$ cat src/rtl/life_pkg.sv
`default_nettype none
// ============================================================================
// Module      : life_pkg
// Description : Shared definitions for the Game of Life generation scheduler:
//               default grid geometry, scheduler state encoding and the
//               colour constants the sprite renderer uses for cell display.
// Revision    : 1.0 - initial release
// ============================================================================
package life_pkg;

    // Default grid geometry (rows are sprite rows, row word bit c = column c)
    localparam int ROWS = 15;
    localparam int COLS = 20;
    localparam int RW   = 4;

    // Scheduler states
    typedef enum logic [1:0] {
        IDLE    = 2'd0,
        PRIME   = 2'd1,
        RUN     = 2'd2,
        WAIT_VB = 2'd3
    } life_state_e;

    // 8-bit RRRGGGBB colours shared with the renderer
    localparam logic [7:0] COLOUR_ALIVE = 8'b000_111_00;
    localparam logic [7:0] COLOUR_DEAD  = 8'b000_000_00;

endpackage
`default_nettype wire

$ cat src/rtl/life_row_next.sv
`default_nettype none
// ============================================================================
// Module      : life_row_next
// Description : Combinational next-generation calculator for one grid row.
//               Counts the eight neighbours of every cell from a three-row
//               window and applies the Life rule.
// Ports       : prev     - row above the row being updated
//               cur      - row being updated
//               nxt      - row below the row being updated
//               next_row - next-generation value of cur
// Revision    : 1.0 - initial release
// ============================================================================
module life_row_next #(
    parameter int COLS = life_pkg::COLS,
    parameter int WRAP = 0
) (
    input  logic [COLS-1:0] prev,
    input  logic [COLS-1:0] cur,
    input  logic [COLS-1:0] nxt,
    output logic [COLS-1:0] next_row
);

    // Rows extended by one column on each side: bit 0 holds column -1 and
    // bit COLS+1 holds column COLS, so cell c sees ext bits c, c+1, c+2.
    logic [COLS+1:0] w_prev_ext;
    logic [COLS+1:0] w_cur_ext;
    logic [COLS+1:0] w_nxt_ext;

    if (WRAP != 0) begin : g_wrap
        assign w_prev_ext = {prev[0], prev, prev[COLS-1]};
        assign w_cur_ext  = {cur[0],  cur,  cur[COLS-1]};
        assign w_nxt_ext  = {nxt[0],  nxt,  nxt[COLS-1]};
    end else begin : g_dead
        assign w_prev_ext = {1'b0, prev, 1'b0};
        assign w_cur_ext  = {1'b0, cur,  1'b0};
        assign w_nxt_ext  = {1'b0, nxt,  1'b0};
    end

    for (genvar c = 0; c < COLS; c++) begin : g_cell
        logic [3:0] w_n;

        assign w_n = 4'(w_prev_ext[c]) + 4'(w_prev_ext[c+1]) + 4'(w_prev_ext[c+2])
                   + 4'(w_cur_ext[c])                        + 4'(w_cur_ext[c+2])
                   + 4'(w_nxt_ext[c])  + 4'(w_nxt_ext[c+1])  + 4'(w_nxt_ext[c+2]);

        assign next_row[c] = (w_n == 4'd3) | (w_cur_ext[c+1] & (w_n == 4'd2));
    end

endmodule
`default_nettype wire

$ cat src/rtl/life_gen_scheduler.sv
`default_nettype none
// ============================================================================
// Module      : life_gen_scheduler
// Description : Double-buffered Game of Life grid with a one-row-per-clock
//               generation engine. The engine reads the front buffer through
//               a three-row sliding window and writes the back buffer; the
//               buffers swap only during vertical blanking.
// Ports       : clk, rst_n          - clock, async active-low reset
//               step_req            - request one generation (IDLE only)
//               vblank              - vertical blanking indicator
//               load_en/row/data    - front-buffer row write (IDLE only)
//               disp_row/disp_data  - registered front-buffer read port
//               busy                - engine active (PRIME..swap)
//               done                - pulse the cycle after a swap
//               gen_count           - completed generations (wraps)
// Revision    : 1.0 - initial release
// ============================================================================
module life_gen_scheduler #(
    parameter int ROWS = life_pkg::ROWS,
    parameter int COLS = life_pkg::COLS,
    parameter int RW   = life_pkg::RW,
    parameter int WRAP = 0
) (
    input  logic            clk,
    input  logic            rst_n,
    input  logic            step_req,
    input  logic            vblank,
    input  logic            load_en,
    input  logic [RW-1:0]   load_row,
    input  logic [COLS-1:0] load_data,
    input  logic [RW-1:0]   disp_row,
    output logic [COLS-1:0] disp_data,
    output logic            busy,
    output logic            done,
    output logic [15:0]     gen_count
);
    import life_pkg::*;

    life_state_e     state_q, state_d;
    logic            front_sel_q, front_sel_d;
    logic [RW-1:0]   row_q, row_d;
    logic [COLS-1:0] prev_q, prev_d;
    logic [COLS-1:0] cur_q, cur_d;
    logic [COLS-1:0] nxt_q, nxt_d;
    logic [COLS-1:0] buf0_q [ROWS];
    logic [COLS-1:0] buf0_d [ROWS];
    logic [COLS-1:0] buf1_q [ROWS];
    logic [COLS-1:0] buf1_d [ROWS];
    logic [COLS-1:0] disp_q, disp_d;
    logic            done_q, done_d;
    logic [15:0]     gen_q, gen_d;

    logic [COLS-1:0] w_front [ROWS];
    logic [COLS-1:0] w_life_row;
    logic [RW:0]     w_fetch_idx;
    logic [COLS-1:0] w_fetch_row;
    logic            w_disp_ok;
    logic            w_load_ok;
    logic            w_last_row;

    // Front buffer view; front_sel=0 means buf0 is displayed
    always_comb begin
        for (int i = 0; i < ROWS; i++) begin
            w_front[i] = front_sel_q ? buf1_q[i] : buf0_q[i];
        end
    end

    assign w_disp_ok  = 32'(disp_row) < ROWS;
    assign w_load_ok  = 32'(load_row) < ROWS;
    assign w_last_row = 32'(row_q) == (ROWS - 1);

    // Row entering the window two rows ahead of the one being written;
    // past the bottom edge it wraps to the top or reads as dead.
    assign w_fetch_idx = {1'b0, row_q} + (RW+1)'(2);

    always_comb begin
        w_fetch_row = '0;
        if (32'(w_fetch_idx) < ROWS) begin
            w_fetch_row = w_front[w_fetch_idx[RW-1:0]];
        end else if (WRAP != 0) begin
            w_fetch_row = w_front[RW'(w_fetch_idx - (RW+1)'(ROWS))];
        end
    end

    life_row_next #(
        .COLS (COLS),
        .WRAP (WRAP)
    ) u_row_next (
        .prev     (prev_q),
        .cur      (cur_q),
        .nxt      (nxt_q),
        .next_row (w_life_row)
    );

    // Next-state / datapath
    always_comb begin
        state_d     = state_q;
        front_sel_d = front_sel_q;
        row_d       = row_q;
        prev_d      = prev_q;
        cur_d       = cur_q;
        nxt_d       = nxt_q;
        buf0_d      = buf0_q;
        buf1_d      = buf1_q;
        gen_d       = gen_q;
        done_d      = 1'b0;
        disp_d      = w_disp_ok ? w_front[disp_row] : '0;

        unique case (state_q)
            IDLE: begin
                // A load in the same cycle as a step request wins.
                if (load_en) begin
                    if (w_load_ok) begin
                        if (front_sel_q) buf1_d[load_row] = load_data;
                        else             buf0_d[load_row] = load_data;
                    end
                end else if (step_req) begin
                    state_d = PRIME;
                end
            end

            PRIME: begin
                prev_d  = (WRAP != 0) ? w_front[ROWS-1] : '0;
                cur_d   = w_front[0];
                nxt_d   = w_front[1];
                row_d   = '0;
                state_d = RUN;
            end

            RUN: begin
                if (front_sel_q) buf0_d[row_q] = w_life_row;
                else             buf1_d[row_q] = w_life_row;
                prev_d = cur_q;
                cur_d  = nxt_q;
                nxt_d  = w_fetch_row;
                row_d  = row_q + RW'(1);
                if (w_last_row) begin
                    state_d = WAIT_VB;
                end
            end

            WAIT_VB: begin
                if (vblank) begin
                    front_sel_d = ~front_sel_q;
                    gen_d       = gen_q + 16'd1;
                    done_d      = 1'b1;
                    state_d     = IDLE;
                end
            end

            default: state_d = IDLE;
        endcase
    end

    always_ff @(posedge clk or negedge rst_n) begin
        if (!rst_n) begin
            state_q     <= IDLE;
            front_sel_q <= 1'b0;
            row_q       <= '0;
            prev_q      <= '0;
            cur_q       <= '0;
            nxt_q       <= '0;
            disp_q      <= '0;
            done_q      <= 1'b0;
            gen_q       <= '0;
            for (int i = 0; i < ROWS; i++) begin
                buf0_q[i] <= '0;
                buf1_q[i] <= '0;
            end
        end else begin
            state_q     <= state_d;
            front_sel_q <= front_sel_d;
            row_q       <= row_d;
            prev_q      <= prev_d;
            cur_q       <= cur_d;
            nxt_q       <= nxt_d;
            disp_q      <= disp_d;
            done_q      <= done_d;
            gen_q       <= gen_d;
            for (int i = 0; i < ROWS; i++) begin
                buf0_q[i] <= buf0_d[i];
                buf1_q[i] <= buf1_d[i];
            end
        end
    end

    assign disp_data = disp_q;
    assign busy      = (state_q != IDLE);
    assign done      = done_q;
    assign gen_count = gen_q;

endmodule
`default_nettype wire

$ cat config.mk
export PLATFORM = sky130hd
export DESIGN_NAME = life_gen_scheduler
export DESIGN_NICKNAME = d
export VERILOG_FILES = /design/src/rtl/life_pkg.sv /design/src/rtl/life_row_next.sv /design/src/rtl/life_gen_scheduler.sv
export SDC_FILE = /design/constraint.sdc
export NUM_CORES = 2
export LEC_CHECK = 0
export BUFFER_PORTS_ARGS = -buffer_cell sky130_fd_sc_hd__buf_4
export CORE_MARGIN = 3
export CORE_UTILIZATION = 45
export CTS_CLUSTER_SIZE = 16
export DETAILED_ROUTE_END_ITERATION = 7
export PLACE_DENSITY = 0.7
export SYNTH_ARGS = -nofsm -noshare
export SYNTH_HDL_FRONTEND = slang
export SYNTH_SLANG_ARGS = --single-unit
$ cat constraint.sdc
create_clock -name clk -period 4 [get_ports clk]
set_input_delay 0.6 -clock clk [delete_from_list [all_inputs] [get_ports clk]]
set_output_delay 0.6 -clock clk [all_outputs]
set_load 0.005 [all_outputs]
### After elaboration in Yosys (flattened, before gate mapping)

Cells that the tools add are included.

* order comparisons: 9
* bitwise gates (word level): 45
* div/mod/pow operators: 0
* multiply operators: 0
* shift operators: 0
* muxes and demuxes: 52
* equal/unequal tests: 54
* reduce and logical (&&, ||, !) cells: 10
* add/sub/neg operators: 136

Operators with widths (count)
* $mux W300: 8
* $bwmux W300: 4
* $pmux W300 S2: 2
* $mux W20: 23
* $add A4 B1 Y4: 114
* $bmux W20 S4: 2
* $demux W20 S4: 2
* $eq A4 B2 Y1 const B: 40
* $pmux W20 S2: 3
* $add A1 B1 Y2: 19
* $and A1 B1 Y1: 20
* $ge A5 B5 Y1 const B: 4
* $ne A2 B2 Y1 const B: 10
* $not A4 Y5: 4
* $or A1 B1 Y1: 20
* $add A16 B1 Y16 const B: 1
* $lt A5 B1 Y1 const B: 2
* $reduce_and A5 Y1: 2
* $lt A4 B4 Y1 const B: 2
* $mux W2: 4
* $pmux W2 S4: 1
* $pmux W4 S2: 1
* $reduce_bool A2 Y1: 3
* $add A4 B2 Y5 const B: 1
* 11 further kinds: 14

* logic and storage cells: 345
* latch bits: 0
* memories kept: 0
* bits in registers: 704
* input port bits: 33
* memory bits (writable): 0
* ROM bits: 0

### Longest topological paths before layout

* depth after elaboration: 13
* depth in mapped cells: 15
* depth with buffers taken out: 13

### By module

From an unflattened synthesis, not the netlist that was laid out.

* cells, all modules: 3776
* area, all modules: 42982.5 um^2

By module, submodules not included
* life_gen_scheduler: cells each 3418, area each 39763.1 um^2, sequential area each 17616.9 um^2, times used 1
* life_row_next: cells each 358, area each 3219.3 um^2, sequential area each 0.0 um^2, times used 1

### Least setup slack after synthesis

Ideal clock, no wire load.

* path type: reg-to-reg
* start point: register prev_q[8]
* end point: register buf0_q[189] (netlist name)
* stages on the path, launching flop included: 16
* arrival time: 3.589 ns
* data required time: 3.936 ns
* path buffers: 2
* slack: 0.347 ns
* path through: dfrtp_1 > ha_1 > inv_1 > fa_1 > fa_1 > inv_1 > fa_1 > inv_1 > fa_1 > a211oi_1 > mux2i_1 > or3_1 > clkbuf_1 > clkbuf_1 > o22ai_1 > mux2_2

* cells in the longest elaborated chain, start to end: 13
* elaborated cells between the ends (all ways): 14
* those cells by class: add/sub: 7; eq/ne: 2; mux: 3; bitwise: 2

RTL lines
* start, declared: line life_gen_scheduler.sv:42 `logic [COLS-1:0] prev_q, prev_d;`
* start signal, assigned: line life_gen_scheduler.sv:174 `prev_q <= prev_d;`
* $add A1 B1 Y2 *: line life_row_next.sv:42 `assign w_n = 4'(w_prev_ext[c]) + 4'(w_prev_ext[c+1]) + 4'(w_prev_ext[c+2])`
* $add A4 B1 Y4 *: line life_row_next.sv:42
* $add A4 B1 Y4 * (2 in series): line life_row_next.sv:43 `+ 4'(w_cur_ext[c]) + 4'(w_cur_ext[c+2])`
* $add A4 B1 Y4 * (3 in series): line life_row_next.sv:44 `+ 4'(w_nxt_ext[c]) + 4'(w_nxt_ext[c+1]) + 4'(w_nxt_ext[c+2]);`
* $eq A4 B2 Y1: line life_row_next.sv:46 `assign next_row[c] = (w_n == 4'd3) | (w_cur_ext[c+1] & (w_n == 4'd2));`
* $and A1 B1 Y1: line life_row_next.sv:46
* $or A1 B1 Y1 *: line life_row_next.sv:46
* $bwmux W300 *: line life_gen_scheduler.sv:131 `if (front_sel_q) buf0_d[row_q] = w_life_row;`
* $mux W300 *: line life_gen_scheduler.sv:131
* $pmux W300 S2 *: line life_gen_scheduler.sv:109 `unique case (state_q)`
* end signal, assigned by index: line life_gen_scheduler.sv:181 `buf0_q[i] <= buf0_d[i];`
* end, declared: line life_gen_scheduler.sv:45 `logic [COLS-1:0] buf0_q [ROWS];`

Every way passes the cells marked *; elsewhere a longest branch is shown, timed or not. The select of a mux whose other input is x is not followed.
A chain may end at the register's enable or synchronous reset.

### Worst setup path after layout

* start point: register prev_q[6]
* end point: register buf0_q[47] (netlist name)

The elaborated chain is that of the path after synthesis.

==> results.yml <==
timing:
  max_freq_mhz: 260
  period_share: 0.963
  fin_hold_ws_ps: 302
  hold_viol_final: 0
  fin_ws_ps: 149
  slew_violations: 0
  min_period_ps: 3850
  clock_skew_ps: 40.0
  slew_headroom: 0.155
  setup_viol: 0
  rsz0062_at_grt: "true"
  tightest_slew_ps: 1260
worst_setup_path:
  worstReg2RegStart: "prev_q[6]$_DFFE_PN0P_"
  worst_r2r_path_depth: 14
  crit_path_frequent_cell: "fa_1"
  slowest_stage: "fa_1"
  path_max_fanout: 15
  path_cells: "ha_1, inv_1, fa_1, fa_1, inv_1, fa_1, inv_1, fa_1, a211oi_1, mux2i_1, or3_1, buf_4, o21ai_0, a22o_1"
  worstPathArrival_ps: 4450
  endpoint_kind: "flop"
  rr_endpoint: "buf0_q[47]$_DFFE_PN0P_"
  cp.required_ps: 4600
  critical_path.max_stage_delay_ps: 490
  worst-r2r-setup-slack_ps: 150
  start_kind: "flop"
  critPathKind: "reg2reg"
power_and_ir_drop:
  p_sw_frac: 0.403
  powerDensity_nw_per_um2: 644
  combPwrFrac: 0.412
  p_int_w: 0.0186
  seqPwrFrac: 0.334
  p_clk_frac: 0.254
  leakage_nw: 20.6
  vdd_drop_max_v: 0.000458
  switchingPower_w: 0.0126
placement:
  placed_cell_area_sq_um: 45400
  pre_cts_ws_ps: 131
  dp_hpwl_um: 107000
  globalplace.congestion: 0.984
  numPortBuffers: 70
  dp_cells: 4915
global_routing:
  grt_max_degree: 96
  grt_pass1_wl_um: 230000
  antenna_found_initial: 9
  grt.total_usage: 0.309
  grt.overflow.total: 0
  grt_pass1_vias: 34504
synthesis:
  synth_cell_type_count: 62
  synthFlopType: "dfrtp_1"
  synth_top_area_share: 0.409
  synth_warnings: 0
  syn_inst: 3759
  ys_ff_latch: 704
  syn_avg_cell_area_sq_um: 11.5
  synthesis.area_sq_um: 43100
  async_flop_share: 1.00
  synthesis.nets: 3936
  synth_edf_count: 0
  yosysTopAreaCell: "dfrtp_1"
  yosysSeqAreaShare: 0.409
  synth_area_leaders: "dfrtp_1, mux2_2, mux2i_1, mux4_2, o22ai_1"
route:
  antenna_left: 0
  drc: 0
  dr_total_vias: 34836
  first_pass_iters: 7
  wl_per_cell_um: 31.0
  vias_per_cell: 6.89
  drt-total-wl_um: 157000
  drtIter0Drc: 4583
hold_path:
  hold_start: "vblank"
  hp-class: "in2reg"
  holdPathStages: 3
  hold_path_end: "gen_count[2]$_DFFE_PN0P_"
cts:
  clk-insertion-delay-late_ps: 670
  htreeDepth: 3
  cts_root_buf: "clkbuf_16"
  cts_buffers: 81
  cts_buffer_depth: 3
  cts.sinks: 704
  cts_tree: "done"
  path_clk_slew_ps: 60
die:
  die_h_um: 315
  core_sq_um: 94200
  die_w_um: 315
  num_rows: 112
  ioPinCount: 71
  fp.dieArea_sq_um: 99500
  initial_core_util: 0.457
finish:
  final_cells: 5058
  syn2layout_area_growth_pct: 12.3
  drive_gt1_frac: 0.270
  fin_area_sq_um: 48400
  n_fill_cell: 8228
  layout.nets: 3922
flow_run:
  maxCapViolCount: 0
run_status:
  outcome: "complete, no violations"
-- worst max path at each step --
stage,from,end,slack (ps)
global route,prev_q[1]$_DFFE_PN0P_,buf1_q[122]$_DFFE_PN0P_,-20
CTS,prev_q[1]$_DFFE_PN0P_,buf0_q[162]$_DFFE_PN0P_,110
global placement,prev_q[11]$_DFFE_PN0P_,buf1_q[12]$_DFFE_PN0P_,250
detailed placement,prev_q[1]$_DFFE_PN0P_,buf0_q[162]$_DFFE_PN0P_,130
finish,prev_q[6]$_DFFE_PN0P_,buf0_q[47]$_DFFE_PN0P_,150
floorplan,prev_q[8]$_DFFE_PN0P_,buf0_q[189]$_DFFE_PN0P_,350
-- what timing repair did --
action / CTS / global route
buffers inserted: 0 / 0
hold buffers: 0 / 1
endpoints found under the hold margin: 0 / 8
resized for setup: 0 / 33
endpoints found under the setup margin: 0 / 69
-- power groups by stage --
| stage | clock, W | combinational, W | sequential [W] |
|---|---|---|---|
| floorplan | 0 | 0.00839 | 0.00976 |
| global placement | 0 | 0.0121 | 0.0104 |
| detailed placement | 0 | 0.0123 | 0.0104 |
| CTS | 0.00797 | 0.0124 | 0.0103 |
| global route | 0.00824 | 0.0135 | 0.0106 |
| finish | 0.00792 | 0.0128 | 0.0104 |
-- through the flow --
step | power (W) | util | TNS [ps]
after floorplan | 0.0181 | - | 0
after global placement | 0.0225 | 0.482 | 0
after detailed placement | 0.0228 | 0.482 | 0
after CTS | 0.0307 | 0.512 | 0
after global routing | 0.0324 | 0.513 | -66.7
final | 0.0311 | 0.514 | 0
-- cells in the final DEF, fill, tap and decap left out, types with 82 or more instances in the layout --
master	netlist	final
a22o_1	93	93
buf_4	52	224
clkbuf_16	0	82
dfrtp_1	704	701
inv_1	186	186
mux2_1	103	103
mux2_2	436	436
mux2i_1	367	367
mux4_2	132	132
nand2_1	162	162
o21ai_0	134	124
o22ai_1	337	319
-- worst max-delay path: cells and delay by family (launching register included) --
family          cells  cell delay (ps)
fa+ha+maj           5             1770
compound gates      3              760
buf+inv             4              410
flops               1              400
simple gates        1              350
mux                 1              100
-- cell usage after synthesis (all sizes together), types with 10 or more instances --
master / n
nor3: 16
and2: 10
nand3: 37
o21ai: 147
o211ai: 19
buf: 153
clkbuf: 199
a221oi: 30
or3: 19
a31oi: 22
nor2b: 39
xnor2: 12
mux4: 132
nand2: 162
fa: 77
o22ai: 337
nand2b: 27
nor2: 98
nor4: 12
o21a: 12
mux2: 539
inv: 187
a211oi: 40
nand4: 11
ha: 67
mux2i: 367
dfrtp: 704
a21oi: 69
a22oi: 51
a22o: 93
-- logic make-up (layout without fill, tap and decap cells) --
logic type | after synthesis | count (layout) | share of synthesized area
AO/OA/AOI/OAI | 866 | 866 | 0.134
multiplexers | 1038 | 1038 | 0.295
adder cells (fa/ha/maj) | 144 | 144 | 0.0553
buffers and inverters | 540 | 583 | 0.0543
flip-flops | 704 | 704 | 0.409
other | 0 | 2 | 0
XOR/XNOR | 18 | 18 | 0.00366
AND/OR/NAND/NOR | 449 | 449 | 0.0490
-- cell type report --
class	instances	area [sq um]	share of cell area
flip-flops and latches	704	17600	0.365
clock buffers	110	2340	0.0483
diodes	2	5.00	0.000103
inverters	188	706	0.0146
clock inverters	30	489	0.0101
well taps	1254	1570	0.0324
repair buffers	255	2260	0.0468
multi-input cells	2515	23400	0.483
-- routing by layer --
metal,routed length [um],vias to the layer above,GRT usage
met1,57900,17516,0.405
met4,9930,14,0.159
met2,65400,2639,0.442
met5,134,-,0.00435
met3,23300,672,0.124
li1,-,13995,-
-- flip-flops by register name (all words and copies together) (netlist names), 4 cells and up --
name / cells
disp_data: 20
row_q: 4
gen_count: 16
nxt_q: 20
cur_q: 20
buf1_q: 300
buf0_q: 300
prev_q: 20
Note: power is estimated with default switching activity, not from simulation.
